==> src/rtl/ppg_fe_triangle.sv <==
// ---------------------------------------------------------------------------
// ppg_fe_triangle
// Synthetic AC (pulsatile) component of the PPG signal: a 5-bit triangle that
// steps by one every TRI_DIV cycles, bouncing between 0 and 31. It starts at 0
// heading up and free-runs regardless of the frontend state.
//   clk     : clock, rising edge
//   rst_n   : asynchronous active-low reset
//   tri_val : current triangle value 0..31
// ---------------------------------------------------------------------------
module ppg_fe_triangle #(
   parameter int TRI_DIV = 64
) (
   input  logic       clk,
   input  logic       rst_n,
   output logic [4:0] tri_val
);

   localparam logic [15:0] PRE_LAST = 16'(TRI_DIV - 1);

   logic [15:0] pre_q, pre_d;
   logic [4:0]  tri_q, tri_d;
   logic        up_q, up_d;

   // Prescaler wraps at TRI_DIV-1; on the wrap the triangle takes one step,
   // turning around when it sits at either end of its range.
   always_comb begin
      pre_d = pre_q + 16'd1;
      tri_d = tri_q;
      up_d  = up_q;
      if (pre_q == PRE_LAST) begin
         pre_d = '0;
         if (up_q) begin
            if (tri_q == 5'd31) begin
               up_d  = 1'b0;
               tri_d = 5'd30;
            end else begin
               tri_d = tri_q + 5'd1;
            end
         end else begin
            if (tri_q == 5'd0) begin
               up_d  = 1'b1;
               tri_d = 5'd1;
            end else begin
               tri_d = tri_q - 5'd1;
            end
         end
      end
   end

   always_ff @(posedge clk or negedge rst_n) begin
      if (!rst_n) begin
         pre_q <= '0;
         tri_q <= '0;
         up_q  <= 1'b1;
      end else begin
         pre_q <= pre_d;
         tri_q <= tri_d;
         up_q  <= up_d;
      end
   end

   assign tri_val = tri_q;

endmodule

==> config.mk <==
export PLATFORM = sky130hd
export DESIGN_NAME = ppg_fe_triangle
export DESIGN_NICKNAME = d
export VERILOG_FILES = /design/src/rtl/ppg_fe_triangle.sv
export SDC_FILE = /design/constraint.sdc
export NUM_CORES = 1
export LEC_CHECK = 0
export BUFFER_PORTS_ARGS = -buffer_cell sky130_fd_sc_hd__buf_4
export CORE_MARGIN = 5
export CORE_UTILIZATION = 40
export DETAILED_ROUTE_END_ITERATION = 16
export PLACE_DENSITY_LB_ADDON = 0.12
export RECOVER_POWER = 25
export SKIP_CTS_REPAIR_TIMING = 1
export SLEW_MARGIN = 10
export SYNTH_ARGS = -nofsm -noshare
export SYNTH_HDL_FRONTEND = slang
export SYNTH_SLANG_ARGS = --single-unit
==> constraint.sdc <==
create_clock -name clk -period 1.69 [get_ports clk]
set_input_delay 0.2535 -clock clk [delete_from_list [all_inputs] [get_ports clk]]
set_output_delay 0.2535 -clock clk [all_outputs]
set_load 0.01 [all_outputs]
Yosys cells after proc, flatten, opt, wreduce, memory -nomap -nowiden --
Cells that the tools add are included.
Cells by class: add/subtract/negate cells 3, mux-type cells 7, reduce and logical (&&, ||, !) cells 1, eq/ne operators 2
Operator list (count):
- 16-bit by 1-bit adder with 16-bit output (second input constant) | 1
- 16-bit by 6-bit == test with 1-bit output (second input constant) | 1
- 16-bit 2-to-1 mux | 1
- 5-bit 2-to-1 mux | 3
- 5-bit by 1-bit adder with 5-bit output (second input constant) | 1
- 5-bit == test (second input constant) | 1
- 5-bit zero test | 1
- 5-bit by 1-bit subtractor with 5-bit output (second input constant) | 1
- 1-bit 2-to-1 mux | 3
Storage, ports and cells: output and inout bits 5, input bits 2, bits in registers 22, logic and storage cells 16

Logic depth before layout (Yosys ltp) --
Gate-level depths: netlist of the first run.
depth after elaboration 3, mapped depth 6, gate-level depth less buffers 6

Least setup slack after synthesis of the first run --
Ideal clock, no wire load.
kind register -> register, start register tri_q[0] (netlist: tri_val[0]), end register tri_q[0] (netlist: tri_val[0]), path buffers 0, setup time 79 ps, slack 169 ps, arrival 1442 ps, clock period less this slack 1521 ps, stages on the path, launching flop included 7, data required time 1611 ps, cell sequence dfrtp_1 -> inv_1 -> ha_1 -> nand2b_4 -> or4_4 -> nor3b_1 -> a21oi_1
On the way: cells in the longest elaborated chain, start to end 3, elaborated cells on any way between the ends 7, those cells by class 2 x add/sub; 1 x eq/ne; 3 x mux; 1 x reduce/logical
Ends and longest elaborated chain:
- start, declared | line 21 | logic [4:0] tri_q, tri_d;
- start signal, assigned | line 57 | tri_q <= tri_d;
- 5-bit by 1-bit subtractor with 5-bit output, or another cell as far along | line 44 | tri_d = tri_q - 5'd1;
- 5-bit 2-to-1 mux, on equally long branches | line 40, 33
- 5-bit 2-to-1 mux (*) | line 32 | if (up_q) begin
Mark *: on every way between the ends. The rest lies on a longest branch, timed or not. A chain may end at the register's enable or synchronous reset.

Final worst setup path of the first run --
start register tri_q[1] (netlist: tri_val[1]), end register tri_q[0] (netlist: tri_val[0])
On the way: cells in the longest elaborated chain, start to end 3, elaborated cells on any way between the ends 5, those cells by class 1 x eq/ne; 3 x mux; 1 x reduce/logical
Ends and longest elaborated chain (line):
- 5-bit == test / 5-bit zero test (equally long branches) | 33, 40
- 5-bit 2-to-1 mux, on equally long branches | 33, 40
- 5-bit 2-to-1 mux (*) | 32
Marks and branches as above.

==> results of run 1 <==
[kinds of logic after synthesis]
logic type / Yosys count
mux: 1
flops: 22
xor+xnor: 13
simple gates: 41
fa+ha+maj: 3
buf+inv: 7
compound gates: 18
[layout by cell type, fill, tap and decap left out, types with 4 or more instances in the layout]
master   synthesis  layout
nand3_1          5       5
dfrtp_1         21      21
xor2_1           5       5
xnor2_1          8       8
nand2_1          6       6
o21ai_0          4       4
a21oi_1          7       7
nor2_1           5       5
nand4_1          4       4
buf_4            0      15
[per-layer routing]
layer | vias up | global-route usage [%] | routed length (um)
li1 | 411 | - | -
met1 | 418 | 17.1 | 1060
met2 | 11 | 17.1 | 930
met3 | 4 | 2.31 | 67
met4 | 0 | 4.68 | 29
met5 | - | 0 | 0
[power breakdown]
group	switching (W)	internal (W)	total, W	leakage (nW)
sequential	0	0.000526	0.000526	0.289
clock	0.000154	0.0000920	0.000246	0.0150
combinational	0.00000981	0.00000229	0.0000121	0.296
total	0.000163	0.000621	0.000784	0.600
[stage by stage]
stage               power, W  instance area, um2  utilization [%]
global placement    0.000549                1260             45.7
detailed placement  0.000549                1260             45.7
global route        0.000831                1300             47.2
finish              0.000784                1300             47.2
CTS                 0.000800                1290             46.6
floorplan           0.000537                1150                -
[area by class of cell]
| type | instances | area share, % |
|---|---|---|
| clock buffer | 4 | 2.02 |
| sequential | 22 | 42.4 |
| multi-input combinational | 76 | 42.0 |
| timing repair buffer | 17 | 9.80 |
| inverter | 3 | 0.865 |
| tap | 31 | 2.98 |
[state kept, by name, summed over array words and instances, names as in the netlist]
signal and flops:
pre_q 16, tri_val 5, up_q 1
[worst paths after layout]
path,from,endpoint,cells past startpoint
max reg2reg,tri_val[1],tri_val[0],6
min reg2reg,pre_q[0],pre_q[0],1
min,rst_n,pre_q[9],2
max,tri_val[1],tri_val[0],6
min in group clk,pre_q[0],pre_q[0],1
max in group asynchronous,rst_n,up_q,2
==> impl_metrics.yaml, run 1 <==
timing:
  tns_ps: 0
  rsz0062_at_grt: "no"
  post-route-period-util_pct: 92.7
  fin_crit_ps: 1570
  fin_skew_ps: 4.87
  max-slew-margin-rel_pct: 64.6
  final-setup-viol-count: 0
  drv_slew: 0
  hold_viol_final: 0
  setup_slack_ps: 124
  tightestPinTransition_ps: 531
  timing.fmax_mhz: 638
  hold_slack_ps: 443
flow_run:
  max-cap-violations: 0
die:
  start_util_pct: 41.6
  ioPinCount: 7
  die_x_um: 63.5
  die_area_mm2: 0.00404
  core.rowCount: 19
  dieHeight_um: 63.5
  core-area_mm2: 0.00276
clock_network:
  cts_buffers: 3
  cts_tree: "done"
  clk_pin_slew_ps: 120
  cts_sinks: 22
  insertion_delay_ps: 300
  clockBufferDepth: 2
  cts_max_level: 1
  root_buffer: "clkbuf_4"
cells_and_area:
  num-fill-cells: 272
  drive_above_1_share_pct: 26.2
  syn_to_final_growth_pct: 13.6
  layout.cells.non_filler: 153
  regArea_um2: 552
  antenna_cells: 0
  multiInputGateArea_um2: 547
  fin_nets: 128
critical_path:
  critPathMaxFanout: 5
  worst-path-buf-inv: 1
  setup.worst_path.end_class: "register"
  cpPeakStageDelay_ps: 450
  startpoint_type: "register"
  reg2reg_slack_ps: 120
  setup.worst_path.class: "register to register"
  cp_cell_sequence: "inv_1 -> ha_1 -> nand2b_4 -> or4_4 -> nor3b_1 -> a21oi_1"
  worstPathArrival_ps: 1800
  cp_slowest_cell: "or4_4"
  crit_required_ps: 1930
  cp_top_family: "simple AND/OR/NAND/NOR gates"
synth:
  synthesis.nets: 110
  yosys.area_share.simple_pct: 23.9
  synth.area.top_cells: "dfrtp_1 (46%), xnor2_1 (6.1%), xor2_1 (3.8%), ha_1 (3.3%), a21oi_1 (3.1%)"
  async_flop_share_pct: 100
  yosysUniqueCellTypes: 36
  synth-edff-count: 0
  synth-compound-area-share_pct: 9.17
  synthAdderAreaFrac_pct: 3.28
  synth_mux_area_share_pct: 1.31
  yosysMostFrequentCell: "dfrtp_1"
  synthXorXnorAreaFrac_pct: 9.93
  synth.avg_cell_area_um2: 10.9
  synthCells: 105
  yosys.area.top_type_share_pct: 45.9
  synth_common_cells: "dfrtp_1 (21), xnor2_1 (8), a21oi_1 (7)"
  yosys_warnings: 0
  ys_ff_latch: 22
  synth_top_area_cell: "dfrtp_1"
  yosysSeqAreaShare_pct: 48.1
  synthesis.area_mm2: 0.00115
  synth-main-ff-cell: "dfrtp_1"
  synth_top_family_by_area: "simple AND/OR/NAND/NOR gates"
place:
  dp_cells: 147
  gp_congestion: 0.809
  hpwl_um: 1550
  port_buffers: 6
  place_ws_ps: 80.1
grt:
  grt_max_degree: 23
  antenna_found_initial: 0
  grt_overflow_total: 0
  grt_pass1_wl_um: 3900
  grt_use_total_pct: 11.8
  first_global_vias: 844
detailed_routing:
  dr.first_iter.drc_count: 54
  vias: 844
  routed_wl_um: 2090
  wl_per_cell_um: 13.7
  vias_per_cell: 5.52
  drc: 0
  drt_pass1_iterations: 4
  ant_nets: 0
pwr:
  power_density_mw_per_mm2: 602
  vdd_ir_drop_max_v: 0.000428
  p_leak_nw: 0.600
worst_hold_path:
  holdCritPathClass: "primary input to asynchronous set/reset pin"
status:
  status: "finished clean"
Power figures use the tool's default switching activity.
==> inputs of run 2 (changes only) <==
--- a/config.mk
+++ b/config.mk
@@ -5,6 +5,7 @@
 export SDC_FILE = /design/constraint.sdc
 export NUM_CORES = 1
 export LEC_CHECK = 0
+export ABC_AREA = 1
 export BUFFER_PORTS_ARGS = -buffer_cell sky130_fd_sc_hd__buf_4
 export CORE_MARGIN = 5
 export CORE_UTILIZATION = 40
==> run 2 against run 1 <==
Critical path depth stayed put. Routed wire length rose by 18%. Via count increased by 25%. Sequential power is essentially flat. Non-clock buffer count fell by 10. Cell count up 48%. Core utilization shrank 0.27 points. Register-to-register slack improved by 140 ps. Power is 20% higher. Global-route usage up 1.1 points. Synthesized cell count rose by 64%. Clock skew rose by 5.4 ps. Highest routed layer unchanged.
==> impl_metrics.yaml, run 2 <==
status:
  status: "finished clean"
grt:
  grt_overflow_total: 0
  antenna_found_initial: 0
  first_global_vias: 1012
  grt_use_total_pct: 12.9
  grt_max_degree: 23
  grt_pass1_wl_um: 4400
synth:
  yosysMostFrequentCell: "nand2_1"
  synth-compound-area-share_pct: 1.96
  synth.area.top_cells: "dfrtp_1 (41%), nand2_1 (14%), xor2_1 (9.6%), nor2_1 (8.2%), inv_1 (7.3%)"
  synthesis.nets: 177
  synthCells: 172
  synth_top_family_by_area: "simple AND/OR/NAND/NOR gates"
  ys_ff_latch: 22
  yosys_warnings: 0
  synthAdderAreaFrac_pct: 2.94
  synth.avg_cell_area_um2: 7.43
  yosys.area.top_type_share_pct: 41.1
  synthXorXnorAreaFrac_pct: 10.3
  yosys.area_share.simple_pct: 33.6
  async_flop_share_pct: 100
  synth_common_cells: "nand2_1 (46), nor2_1 (28), inv_1 (25)"
  synthesis.area_mm2: 0.00128
  synth_top_area_cell: "dfrtp_1"
  synth-edff-count: 0
  yosysSeqAreaShare_pct: 43.2
  yosysUniqueCellTypes: 18
  synth-main-ff-cell: "dfrtp_1"
  synth_mux_area_share_pct: 0
pwr:
  p_total_w: 0.000942
  vdd_ir_drop_max_v: 0.000418
  p_leak_nw: 0.776
  power_density_mw_per_mm2: 657
critical_path:
  worstPathArrival_ps: 1640
  crit_path_frequent_cell: "nor2_1"
  setup.worst_path.class: "register to register"
  r2r_start: "pre_q[0]"
  crit_required_ps: 1900
  setup.worst_path.end_class: "register"
  cp_slowest_cell: "dfrtp_1"
  cpPeakStageDelay_ps: 410
  cp-startpoint: "pre_q[0]"
  cp_cell_sequence: "ha_1 -> nand3_2 -> nor2_4 -> nand4_1 -> nor2_1 -> nor2_1"
  startpoint_type: "register"
  critPathMaxFanout: 5
timing:
  tightestPinTransition_ps: 540
  fin_crit_ps: 1420
  setup_slack_ps: 268
  drv_slew: 0
  hold_viol_final: 0
  rsz0062_at_grt: "no"
  tns_ps: 0
  hold_slack_ps: 433
  fin_skew_ps: 10.2
  final-setup-viol-count: 0
  timing.fmax_mhz: 703
  post-route-period-util_pct: 84.1
  max-slew-margin-rel_pct: 64.0
worst_hold_path:
  holdCritPathClass: "primary input to asynchronous set/reset pin"
cells_and_area:
  syn_to_final_growth_pct: 12.1
  antenna_cells: 0
  fin_nets: 188
  largest_reg_flops: 16
  top_register: "pre_q"
  drive_above_1_share_pct: 8.24
  layout_common_cells: "nand2_1 (46), nor2_1 (28), inv_1 (25)"
  num-fill-cells: 324
  fin_area_mm2: 0.00143
  layout_commonest_cell: "nand2_1"
clock_network:
  cts_max_level: 1
  insertion_delay_ps: 310
  cts_tree: "done"
  clockBufferDepth: 2
  root_buffer: "clkbuf_4"
  clk_pin_slew_ps: 130
  cts_buffers: 3
  cts_sinks: 22
place:
  hpwl_um: 1880
  port_buffers: 6
  gp_congestion: 0.811
  post_dp_cell_area_mm2: 0.00137
  place_ws_ps: 303
detailed_routing:
  drc: 0
  routed_wl_um: 2460
  vias_per_cell: 4.67
  ant_nets: 0
  vias: 1055
  drt_pass1_iterations: 4
  wl_per_cell_um: 10.9
  dr.first_iter.drc_count: 47
die:
  dieHeight_um: 66.5
  start_util_pct: 41.9
  die_x_um: 66.5
  die_area_mm2: 0.00443
  core.rowCount: 20
  core-area_mm2: 0.00305
  ioPinCount: 7
flow_run:
  max-cap-violations: 0
run 2: cell types whose count changed after synthesis, moves of 3 or more:
cell / before / now
buf_6: 3 / 0
inv_1: 3 / 25
nand2_1: 6 / 46
nand3_1: 5 / 16
a21oi_1: 7 / 1
and3_1: 3 / 0
xor2_1: 5 / 14
nor2_1: 5 / 28
xnor2_1: 8 / 1
run 2: final cells by class:
type / instances / area [um2] / share of cell area, %
multi-input combinational: 123 / 623 / 43.5
sequential: 22 / 552 / 38.5
inverter: 26 / 98.8 / 6.89
tap: 44 / 55.1 / 3.84
timing repair buffer: 7 / 52.6 / 3.66
clock inverter: 1 / 30.0 / 2.09
clock buffer: 3 / 22.5 / 1.57
run 2: power breakdown:
part	switching [W]	leakage [nW]	internal, W	total, W
sequential	0	0.289	0.000526	0.000526
combinational	0.00000997	0.459	0.00000229	0.0000123
clock	0.000164	0.0279	0.000240	0.000404
total	0.000174	0.776	0.000769	0.000942
run 2: logic make-up after synthesis:
kind of cell,Yosys count
AND/OR/NAND/NOR,100
adder cells (fa/ha/maj),3
flip-flops,22
AO/OA/AOI/OAI,5
XOR/XNOR,15
buffers and inverters,27
run 2: final timing paths:
kind / depth (start not counted) / slack, ps / to
setup / recovery: 6 / 270 / tri_val[0]
setup reg to reg: 6 / 270 / tri_val[0]
min in group clk: 1 / 480 / pre_q[15]
max in group asynchronous: 2 / 890 / up_q
hold reg to reg: 1 / 480 / pre_q[15]
hold / removal: 2 / 430 / pre_q[8]
run 2: layer usage:
layer / up-vias / GRT usage (%) / part of all wire (%)
met5: - / 0 / 0
met4: 0 / 3.05 / 0.85
met3: 4 / 4.05 / 3.9
met2: 18 / 20.4 / 43
met1: 483 / 17.1 / 52
li1: 550 / - / -
run 2: stage by stage:
step / utilization [%] / std cells
after global routing: 47.0 / 226
after detailed placement: 45.0 / 221
after floorplan: - / 172
final: 47.0 / 226
after CTS: 46.7 / 225
after global placement: 45.0 / 221
run 2: critical path: cells and delay by family (launching register included):
kind | cells | cell delay [ps]
and+or+nand+nor | 5 | 670
adders and majority gates | 1 | 240
DFF | 1 | 410
==> inputs of run 3 (changes only) <==
--- a/config.mk
+++ b/config.mk
@@ -5,7 +5,7 @@
 export SDC_FILE = /design/constraint.sdc
 export NUM_CORES = 1
 export LEC_CHECK = 0
-export ABC_AREA = 1
+export ABC_AREA = 0
 export BUFFER_PORTS_ARGS = -buffer_cell sky130_fd_sc_hd__buf_4
 export CORE_MARGIN = 5
 export CORE_UTILIZATION = 40
==> constraint.sdc (replaced) <==
create_clock -name clk -period 1.24 [get_ports clk]
set_input_delay 0.186 -clock clk [delete_from_list [all_inputs] [get_ports clk]]
set_output_delay 0.186 -clock clk [all_outputs]
set_load 0.01 [all_outputs]
==> run 3 against run 2 <==
The run now ends with negative setup slack left. Sequential power up 36%. Critical endpoint unchanged. Via count down 7.7%. Core utilization up 13 points. Highest routed layer unchanged. Clock skew down 8.2 ps.
==> impl_metrics.yaml, run 3 (synthesis gave the netlist of run 1 again) <==
timing:
  tns_ps: -2750
  max-slew-margin-rel_pct: 62.2
  fin_crit_ps: 1500
  hold_viol_final: 0
  fin_skew_ps: 2.04
  post-route-period-util_pct: 121
  final-setup-viol-count: 18
  timing.fmax_mhz: 665
  tightestPinTransition_ps: 567
  rsz0062_at_grt: "yes"
  setup_slack_ps: -263
  drv_slew: 0
cells_and_area:
  largest_reg_flops: 16
  layout.cells.non_filler: 181
  num-fill-cells: 230
  layout_commonest_cell: "buf_4"
  layout_common_cells: "buf_4 (32), dfrtp_1 (20), buf_6 (11)"
  top_register: "pre_q"
  drive_above_1_share_pct: 53.3
  antenna_cells: 0
  syn_to_final_growth_pct: 43.9
  fin_nets: 156
pwr:
  p_total_w: 0.00109
  p_leak_nw: 0.782
  switching_share_pct: 22.1
  power_density_mw_per_mm2: 659
  p_clk_share_pct: 32.4
  vdd_ir_drop_max_v: 0.000592
  internal_power_w: 0.000846
  power_frac_seq_pct: 66.0
  power_switching_w: 0.000240
  p_comb_share_pct: 1.6
clock_network:
  cts_max_level: 1
  cts_tree: "done"
  clockBufferDepth: 2
  root_buffer: "clkbuf_4"
  cts_buffers: 3
  cts_sinks: 22
  insertion_delay_ps: 310
  clk_pin_slew_ps: 120
die:
  start_util_pct: 41.6
  die_area_mm2: 0.00404
  dieHeight_um: 63.5
  core-area_mm2: 0.00276
  ioPinCount: 7
  die_x_um: 63.5
  core.rowCount: 19
grt:
  grt_overflow_total: 0
  antenna_found_initial: 0
  grt_pass1_wl_um: 4260
  grt_max_degree: 23
  grt_use_total_pct: 13.2
  first_global_vias: 933
critical_path:
  setup.worst_path.end_class: "register"
  setup.worst_path.class: "register to register"
  reg2regPathDepth: 6
  r2r-end: "tri_val[0]"
  r2r_start: "pre_q[1]"
  startpoint_type: "register"
  reg2reg_slack_ps: -260
  worstPathArrival_ps: 1710
  critPathMaxFanout: 7
  crit_required_ps: 1440
place:
  hpwl_um: 1850
  dp_cells: 169
  port_buffers: 6
  gp_congestion: 0.801
detailed_routing:
  drt_pass1_iterations: 4
  ant_nets: 0
  wl_per_cell_um: 14.6
  routed_wl_um: 2640
  vias_per_cell: 5.38
  vias: 974
  drc: 0
  dr.first_iter.drc_count: 23
status:
  status: "finished with violations"
  violations: "negative setup slack"
flow_run:
  max-cap-violations: 0
worst_hold_path:
  holdCritPathClass: "primary input to asynchronous set/reset pin"
==> run 3: changes by cell type in the layout (fill, tap and decap cells not counted), sizes merged, moves of 5 or more <==
cell and change:
nand2 -39, buf +38, nor2 -24, inv -22
nand3 -13, xor2 -9, xnor2 +7, a21oi +6
and3 +5
==> run 3: area by class of cell <==
class                      count  area [um2]  share of cell area (%)
tap                           31        38.8                    2.35
inverter                       3        11.3                   0.683
clock buffer                   4        26.3                    1.59
sequential                    22         553                    33.5
multi-input combinational     76         641                    38.8
timing repair buffer          45         379                    23.0
==> run 3: power by group through the flow <==
stage | Sequential [W] | Clock (W) | Combinational, W
6_report | 0.000717 | 0.000352 | 0.0000174
5_1_grt | 0.000718 | 0.000391 | 0.0000214
4_1_cts | 0.000718 | 0.000362 | 0.0000175
3_5_place_dp | 0.000731 | 0 | 0.0000180
3_3_place_gp | 0.000731 | 0 | 0.0000169
2_1_floorplan | 0.000731 | 0 | 0.000000000224
==> run 3: worst max-delay path by stage <==
stage | start | to | slack [ps]
after global routing | pre_q[1] | tri_val[0] | -350
after CTS | pre_q[10] | pre_q[9] | -360
after global placement | pre_q[10] | pre_q[9] | -310
final | pre_q[1] | tri_val[0] | -260
after detailed placement | pre_q[10] | pre_q[9] | -340
after floorplan | tri_val[1] | tri_val[0] | -270
==> run 3: worst max-delay path, cell delays in order, from the launching register on <==
cell and delay [ps]:
dfrtp_1 380, ha_2 180, and4bb_2 240, nand4_1 120
buf_6 170, nor3b_1 230, a21oi_1 70
==> run 3: per-stage QoR <==
stage | util (%) | setup WS (ps) | area, um2 | hold slack [ps]
6_report | 59.8 | -263 | 1650 | 379
5_1_grt | 59.8 | -351 | 1650 | 440
4_1_cts | 53.0 | -360 | 1460 | -254
3_5_place_dp | 52.0 | -339 | 1440 | 100
3_3_place_gp | 52.0 | -309 | 1440 | 92.2
2_1_floorplan | - | -266 | 1160 | -110
==> run 3: layer usage <==
layer / share of wire, % / global-route usage [%] / vias up
li1: - / - / 469
met5: 0 / 0 / -
met2: 49 / 20.1 / 10
met4: 1.4 / 5.71 / 0
met3: 2.4 / 2.66 / 4
met1: 47 / 18.0 / 491
